===== config.mk =====
export PLATFORM = sky130hd
export DESIGN_NAME = eee_msg_reader
export DESIGN_NICKNAME = d
export VERILOG_FILES = /design/src/rtl/eee_msg_reader.sv
export SDC_FILE = /design/constraint.sdc
export NUM_CORES = 1
export LEC_CHECK = 0
export BUFFER_PORTS_ARGS = -buffer_cell sky130_fd_sc_hd__buf_2
export CORE_ASPECT_RATIO = 2
export CORE_MARGIN = 1.5
export CORE_UTILIZATION = 35
export CTS_BUF_LIST = sky130_fd_sc_hd__clkbuf_4
export DETAILED_ROUTE_END_ITERATION = 6
export MAX_ROUTING_LAYER = met4
export PLACE_DENSITY_LB_ADDON = 0.05
export SYNTH_ARGS = -nofsm -noshare
export SYNTH_HDL_FRONTEND = slang
export SYNTH_SLANG_ARGS = --single-unit

===== constraint.sdc =====
create_clock -name clk -period 6.4 [get_ports clk]
set_clock_uncertainty 0.05 [all_clocks]
set_input_delay 0.32 -clock clk [delete_from_list [all_inputs] [get_ports clk]]
set_output_delay 0.32 -clock clk [all_outputs]
set_load 0.02 [all_outputs]

===== src/rtl/eee_msg_reader.sv =====
// Polls an image-processor register port for bounding-box messages, validates
// each 3-word "RBB" message and latches the box coordinates or counts the error.
module eee_msg_reader #(
    parameter int          POLL_INTERVAL = 1024,
    parameter logic [31:0] MSG_ID        = 32'h00524242,
    parameter int          IMAGE_W       = 640
) (
    input  logic        clk,
    input  logic        reset_n,
    input  logic        enable,
    output logic        m_chipselect,
    output logic        m_read,
    output logic        m_write,
    output logic [2:0]  m_address,
    output logic [31:0] m_writedata,
    input  logic [31:0] m_readdata,
    output logic        bb_valid,
    output logic [10:0] bb_left,
    output logic [10:0] bb_top,
    output logic [10:0] bb_right,
    output logic [10:0] bb_bottom,
    output logic        bb_present,
    output logic [7:0]  err_count
);

    localparam logic [15:0] POLL_LAST = 16'(POLL_INTERVAL - 1);
    localparam logic [11:0] IMG_LIM   = 12'(IMAGE_W);
    localparam logic [31:0] FLUSH_CMD = 32'h00000010;
    localparam logic [2:0]  ADDR_STAT = 3'd0;
    localparam logic [2:0]  ADDR_MSG  = 3'd1;
    localparam logic [7:0]  MSG_WORDS = 8'd3;

    typedef enum logic [2:0] {
        IDLE,
        ST_RD,
        ST_CAP,
        GAP,
        MSG_RD,
        MSG_CAP,
        CHECK,
        FLUSH
    } state_t;

    state_t      state;
    state_t      state_nxt;
    logic        rst_s1;
    logic        rst_sync_n;
    logic [15:0] poll_cnt;
    logic [1:0]  k;
    logic [31:0] hdr;
    logic [10:0] f_left;
    logic [10:0] f_top;
    logic [10:0] f_right;
    logic [10:0] f_bottom;
    logic        msg_ok;
    logic [7:0]  rd_used;

    function automatic logic [7:0] sat_inc(input logic [7:0] v);
        return (v == 8'hFF) ? v : v + 8'd1;
    endfunction

    function automatic logic coord_ok(input logic [10:0] v);
        return {1'b0, v} < IMG_LIM;
    endfunction

    // Assertion is immediate; release is retimed through two flops.
    always_ff @(posedge clk or negedge reset_n) begin
        if (!reset_n) begin
            rst_s1     <= 1'b0;
            rst_sync_n <= 1'b0;
        end else begin
            rst_s1     <= 1'b1;
            rst_sync_n <= rst_s1;
        end
    end

    assign rd_used = m_readdata[15:8];
    assign msg_ok  = (hdr == MSG_ID) && coord_ok(f_left) && coord_ok(f_top)
                     && coord_ok(f_right) && coord_ok(f_bottom);

    always_ff @(posedge clk or negedge rst_sync_n) begin
        if (!rst_sync_n) begin
            state <= IDLE;
        end else begin
            state <= state_nxt;
        end
    end

    always_comb begin
        state_nxt = state;
        case (state)
            IDLE:    if (enable && poll_cnt == POLL_LAST) state_nxt = ST_RD;
            ST_RD:   state_nxt = ST_CAP;
            ST_CAP:  state_nxt = (rd_used >= MSG_WORDS && enable) ? GAP : IDLE;
            GAP:     state_nxt = MSG_RD;
            MSG_RD:  state_nxt = MSG_CAP;
            MSG_CAP: state_nxt = (k == 2'd2) ? CHECK : GAP;
            CHECK: begin
                if (!msg_ok)     state_nxt = FLUSH;
                else if (enable) state_nxt = ST_RD;
                else             state_nxt = IDLE;
            end
            FLUSH:   state_nxt = IDLE;
            default: state_nxt = IDLE;
        endcase
    end

    // Bus strobes are registered from the next state so they line up with it.
    always_ff @(posedge clk or negedge rst_sync_n) begin
        if (!rst_sync_n) begin
            m_chipselect <= 1'b0;
            m_read       <= 1'b0;
            m_write      <= 1'b0;
            m_address    <= 3'd0;
            m_writedata  <= 32'd0;
        end else begin
            m_chipselect <= (state_nxt == ST_RD) || (state_nxt == MSG_RD) || (state_nxt == FLUSH);
            m_read       <= (state_nxt == ST_RD) || (state_nxt == MSG_RD);
            m_write      <= (state_nxt == FLUSH);
            m_address    <= (state_nxt == MSG_RD) ? ADDR_MSG : ADDR_STAT;
            m_writedata  <= (state_nxt == FLUSH) ? FLUSH_CMD : 32'd0;
        end
    end

    always_ff @(posedge clk or negedge rst_sync_n) begin
        if (!rst_sync_n) begin
            poll_cnt <= 16'd0;
        end else if (state == IDLE && enable) begin
            poll_cnt <= (poll_cnt == POLL_LAST) ? 16'd0 : poll_cnt + 16'd1;
        end
    end

    // Message word capture: k selects header, left/top or right/bottom.
    always_ff @(posedge clk or negedge rst_sync_n) begin
        if (!rst_sync_n) begin
            k        <= 2'd0;
            hdr      <= 32'd0;
            f_left   <= 11'd0;
            f_top    <= 11'd0;
            f_right  <= 11'd0;
            f_bottom <= 11'd0;
        end else begin
            if (state == ST_CAP) begin
                k <= 2'd0;
            end
            if (state == MSG_CAP) begin
                k <= k + 2'd1;
                case (k)
                    2'd0: hdr <= m_readdata;
                    2'd1: begin
                        f_left <= m_readdata[26:16];
                        f_top  <= m_readdata[10:0];
                    end
                    default: begin
                        f_right  <= m_readdata[26:16];
                        f_bottom <= m_readdata[10:0];
                    end
                endcase
            end
        end
    end

    always_ff @(posedge clk or negedge rst_sync_n) begin
        if (!rst_sync_n) begin
            bb_valid   <= 1'b0;
            bb_left    <= 11'd0;
            bb_top     <= 11'd0;
            bb_right   <= 11'd0;
            bb_bottom  <= 11'd0;
            bb_present <= 1'b0;
            err_count  <= 8'd0;
        end else begin
            bb_valid <= 1'b0;
            if (state == CHECK) begin
                if (msg_ok) begin
                    bb_valid   <= 1'b1;
                    bb_left    <= f_left;
                    bb_top     <= f_top;
                    bb_right   <= f_right;
                    bb_bottom  <= f_bottom;
                    bb_present <= (f_left <= f_right) && (f_top <= f_bottom);
                end else begin
                    err_count <= sat_inc(err_count);
                end
            end
        end
    end

endmodule


## Word-level counts from Yosys, hierarchy flattened

Cells that the tools add are included.

| operators by class | value |
|---|---|
| reduce and logical (&&, ||, !) cells | 19 |
| magnitude comparators | 7 |
| add/sub/neg operators | 3 |
| equality and inequality tests | 15 |
| multiplexer cells | 13 |
| bitwise logic cells | 3 |

Operators with widths:

| operator | number |
|---|---|
| 11-bit by 10-bit < comparator with 1-bit output (second input constant) | 4 |
| 32-bit by 23-bit equality test with 1-bit output (second input constant) | 1 |
| 3-bit one-hot mux with 8 select lines | 1 |
| 11-bit less-or-equal comparator | 2 |
| 3-bit equality test (second input constant) | 6 |
| 16-bit by 1-bit adder with 16-bit output (second input constant) | 1 |
| 16-bit by 10-bit equality test with 1-bit output (second input constant) | 1 |
| 16-bit 2-to-1 mux | 1 |
| 3-bit 2-to-1 mux | 3 |
| 8-bit by 1-bit adder with 8-bit output (second input constant) | 1 |
| 8-bit equality test (second input constant) | 1 |
| 8-bit by 2-bit >= comparator with 1-bit output (second input constant) | 1 |
| 1-bit logical AND | 8 |
| 2-bit AND reduction | 4 |
| 3-bit by 1-bit equality test with 1-bit output (second input constant) | 2 |
| 3-bit by 2-bit equality test with 1-bit output (second input constant) | 2 |
| 2-bit 2-to-1 mux | 3 |
| 5-bit 2-to-1 mux | 1 |
| 1-bit 2-to-1 mux | 4 |
| 3-bit logical NOT | 1 |
| 1-bit inverter | 3 |
| 3-bit AND reduction | 1 |
| 2-bit by 1-bit adder with 2-bit output (second input constant) | 1 |
| 2-bit by 1-bit equality test with 1-bit output (second input constant) | 1 |
| other kinds (5) | 6 |

| word-level totals | value |
|---|---|
| flip-flop bits (word level) | 162 |
| bits of input ports | 35 |
| output and inout bits | 92 |
| logic and storage cells | 82 |

## Longest topological paths before layout

| depth | value |
|---|---|
| depth in word-level cells | 10 |
| gate-level depth with buffers | 9 |

## Worst setup path before layout

No wires, ideal clock.

| timing | value |
|---|---|
| path type | flip-flop to flip-flop |
| from | register state[1] |
| to | register poll_cnt[14] |
| data required time | 6.227 ns |
| buffers on the path | 2 |
| period minus slack after synthesis | 2.065 ns |
| cell stages (with the launch flop) | 8 |
| path slack | 4.335 ns |
| data arrival time | 1.892 ns |
| path through | dfrtp_1 -> buf_6 -> or4b_4 -> buf_6 -> nor4_4 -> and4_1 -> nand4_1 -> xnor2_1 |

| on the way | value |
|---|---|
| longest elaborated chain between the ends | 2 |

Ends and longest elaborated chain:

| element | line | source |
|---|---|---|
| start: declaration | 44 | `state_t state;` |
| start signal: assignment | 85 | `state <= state_nxt;` |
| 3-bit logical NOT | 128 | `end else if (state == IDLE && enable) begin` |
| 1-bit logical AND | 128 |  |
| end signal: assignment | 129 | `poll_cnt <= (poll_cnt == POLL_LAST) ? 16'd0 : poll_cnt + 16'd1;` |
| end: declaration | 48 | `logic [15:0] poll_cnt;` |

No other way between the ends.
A chain may end at the register's enable or synchronous reset.

## Worst setup path after layout

| timing | value |
|---|---|
| from | register hdr[0] |
| to | register bb_present |

| on the way | value |
|---|---|
| longest elaborated chain between the ends | 6 |

Ends and longest elaborated chain:

| element | line | source |
|---|---|---|
| start: declaration | 50 | `logic [31:0] hdr;` |
| start signal: assignment | 149 | `2'd0: hdr <= m_readdata;` |
| 32-bit by 23-bit equality test with 1-bit output | 78 | `assign msg_ok = (hdr == MSG_ID) && coord_ok(f_left) && coord_ok(f_top)` |
| 1-bit logical AND (2 in series) | 78 |  |
| 1-bit logical AND (2 in series) | 79 | `&& coord_ok(f_right) && coord_ok(f_bottom);` |
| 2-bit AND reduction (no source line) | n/a |  |
| end signal: assignment | 181 | `bb_present <= (f_left <= f_right) && (f_top <= f_bottom);` |
| end: declaration | 22 | `output logic bb_present,` |

No other way between the ends.

==> metrics <==
most frequent cells in the layout dfrtp_1 (156), buf_2 (93), nand2_1 (88); clock share of power 30.9%; total power 1.81 mW; Worst Hold Endpoint state[0]$_DFF_PN0_; row cnt 73; hold_buf cts 33; internal power 1.33 mW; Initial Util 35.7%; WS Path Type reg2reg; Reg clk slew, reported paths 110 ps; ANT nets after route 0; clk root buf clkbuf_4; Leakage 4.11 nW; Post-DP HPWL 12.2 mm; CTS resizes 0; Avg Inst Size Synth 11.6 um^2; Max clock buf depth 2; CP max FO 16; R2R Path End bb_present$_DFFE_PN0P_; Arr. time, crit path 3070 ps; Synth top area share 55.6%; drc violations 0; Worst R2R Setup Slack 3780 ps; area leader, netlist dfrtp_1; Mapped Area 7070 um^2; share of cells above drive strength 1 28.6%; Fmax achieved 381 MHz; Final min period 2620 ps; Num CTS Buffers 17; CP startpoint kind flop; Worst EP required 6850 ps; initial antenna violation count 1; outcome complete, no violations; largest net degree at the start of global routing 66; hold_sp enable; Pwr Density 219 nW/um^2; Worst Path Buf+Inv 0; Netlist cell types 45; Vias 4874; leading cell type in the layout, fill and taps excluded dfrtp_1; final hold violations 0; drt pass-1 iters 4; Tcrit/Tclk final 41.0%; Comb power frac 9.3%; met3 WL post-DR 478 um; DR WL met2 9.55 mm; global route overflow 0; global-route wire length before repair 26.6 mm; max incr delay on CP 680 ps; Tightest Pin Transition 697 ps; Sequential Power Share 59.8%; Critical Path, Cell by Cell nor4b_1 -> nand4_1 -> nor4_1 -> and3_1 -> o21ai_0 -> o21ai_0; core footprint 19800 um^2; GRT Overall Usage 17.5%; post-synthesis sequential area ratio 55.6%; cell repeated most along the worst path o21ai_0; WL per Instance 16.5 um; top routing layer used met4; fraction of power spent switching nets 26.2%; Final GP Congestion 0.737; HP Class in2reg; synth warn 0; reg2reg path depth 6; Clock Latency Late Sink 580 ps; setup violators final 0; CP Capture Type flop; via/cell ratio 4.82; Synth Instances 611; setup TNS 0 ps; Ports 127; Filler cells 1992; Sink Count 157; ys async rst share 100%; Die X-Extent 103 um; DRT iter0 DRCs 134; Peak VDD IR 0.000178 V; Worst slew margin 53.6%; Critical-path top delay cell and3_1; CTS tree yes; hold path depth 3; DRT Wirelength 16.7 mm; cell family with most CP delay simple AND/OR/NAND/NOR gates; Max-Cap Viols 0; Synth area leaders dfrtp_1 (56%), mux2_2 (13%), ha_1 (4.8%); Final #Nets 801; RR Startpoint hdr[0]$_DFFE_PN0P_; RSZ-0062 raised after global routing false; Syn-to-layout area delta 16.8%; most used flip-flop cell after synthesis dfrtp_1; Post-synth EDFFs 0; Final Max Slew Viols 0; wire length on met1 6.28 mm; H-tree level count 4; Die Y 204 um; setup bufs post-CTS 0; Port-buffer cells 93; die area 21100 um^2; vias in the first global route 5095; switching power 474 uW; #FFs+latches synth 157
power groups by stage:
| stage | Sequential (mW) | Clock (mW) | Combinational, mW |
|---|---|---|---|
| after global routing | 1.09 | 0.621 | 0.191 |
| after floorplan | 1.10 | 0 | 0.115 |
| final | 1.08 | 0.558 | 0.168 |
| after detailed placement | 1.10 | 0 | 0.154 |
| after global placement | 1.10 | 0 | 0.151 |
| after CTS | 1.08 | 0.588 | 0.171 |
cell families after synthesis:
group	Yosys count	synth area share, %
AOI/OAI and AO/OA	66	5.22
adders and majority gates	27	4.78
and+or+nand+nor	172	12.1
DFF	157	55.6
xor gates and xnor gates	17	2.11
buffers and inverters	86	6.71
other	2	0.106
muxes	84	13.4
how the worst max path moves through the flow:
stage	from	endpoint	slack, ps	cells past startpoint
floorplan	rst_sync_n$_DFF_PN0_	bb_bottom[0]$_DFFE_PN0P_	1650	0
global placement	hdr[0]$_DFFE_PN0P_	bb_top[8]$_DFFE_PN0P_	3900	6
detailed placement	hdr[0]$_DFFE_PN0P_	bb_present$_DFFE_PN0P_	3760	6
CTS	hdr[0]$_DFFE_PN0P_	bb_present$_DFFE_PN0P_	3720	6
global route	hdr[0]$_DFFE_PN0P_	bb_present$_DFFE_PN0P_	3450	6
finish	hdr[0]$_DFFE_PN0P_	bb_present$_DFFE_PN0P_	3780	6
tightest hold or removal path: stages:
cell     delay (ps)
buf_2           120
a41oi_1         150
nand2_1          60
final cells by class:
| cell class | count | area [um^2] | area share, % |
|---|---|---|---|
| Clock buffer | 18 | 135 | 1.64 |
| Tap cell | 262 | 328 | 3.97 |
| Clock inverter | 11 | 104 | 1.26 |
| Sequential cell | 157 | 3930 | 47.6 |
| Timing Repair Buffer | 133 | 851 | 10.3 |
| Multi-Input combinational cell | 400 | 2790 | 33.8 |
| Antenna cell | 1 | 2.50 | 0.0303 |
| Inverter | 30 | 113 | 1.36 |
synthesized netlist by cell type (2+ instances only):
master    count
nor4b_1       8
conb_1        2
buf_4        35
o22ai_1       2
nand4_1      10
clkbuf_1     10
o21ai_0      33
and3_1        3
buf_2         4
o211ai_1      2
mux2_2       84
nand2_1      88
and4_1        2
buf_1         5
ha_1         27
a21oi_1      14
nor4_1        8
or3_1         2
nor2_1       12
nand2b_1      2
and2_1        7
a21o_1        3
xor2_1       11
buf_6         2
inv_1        30
a31oi_1       2
o21ai_1       3
o31ai_1       2
dfrtp_1     157
nor3_1        9
xnor2_1       6
nand3_1      13
per-layer routing:
layer / GRT usage, % / up-vias
met5: - / -
met4: 6.71 / 0
met3: 3.69 / 24
met2: 31.8 / 109
met1: 17.7 / 2446
li1: - / 2295
per-stage QoR:
step	cell area [um^2]	util, %	setup slack, ps	hold WS, ps	std cells
2_1_floorplan	7190	-	1650	-25.6	643
3_3_place_gp	7670	38.7	3900	57.3	948
3_5_place_dp	7670	38.7	3760	63.2	948
4_1_cts	8240	41.6	3720	5.43	1010
5_1_grt	8260	41.7	3450	32.7	1012
6_report	8260	41.7	3780	55.1	1012
flip-flops by register name, indices dropped and copies added (netlist names), 2 cells and up:
signal and cells:
hdr 32, poll_cnt 16, bb_bottom 11, bb_left 11, bb_right 11, bb_top 11
f_bottom 11, f_left 11, f_right 11, f_top 11, err_count 8, state 3
k 2
Note: power is estimated with default switching activity, not from simulation.
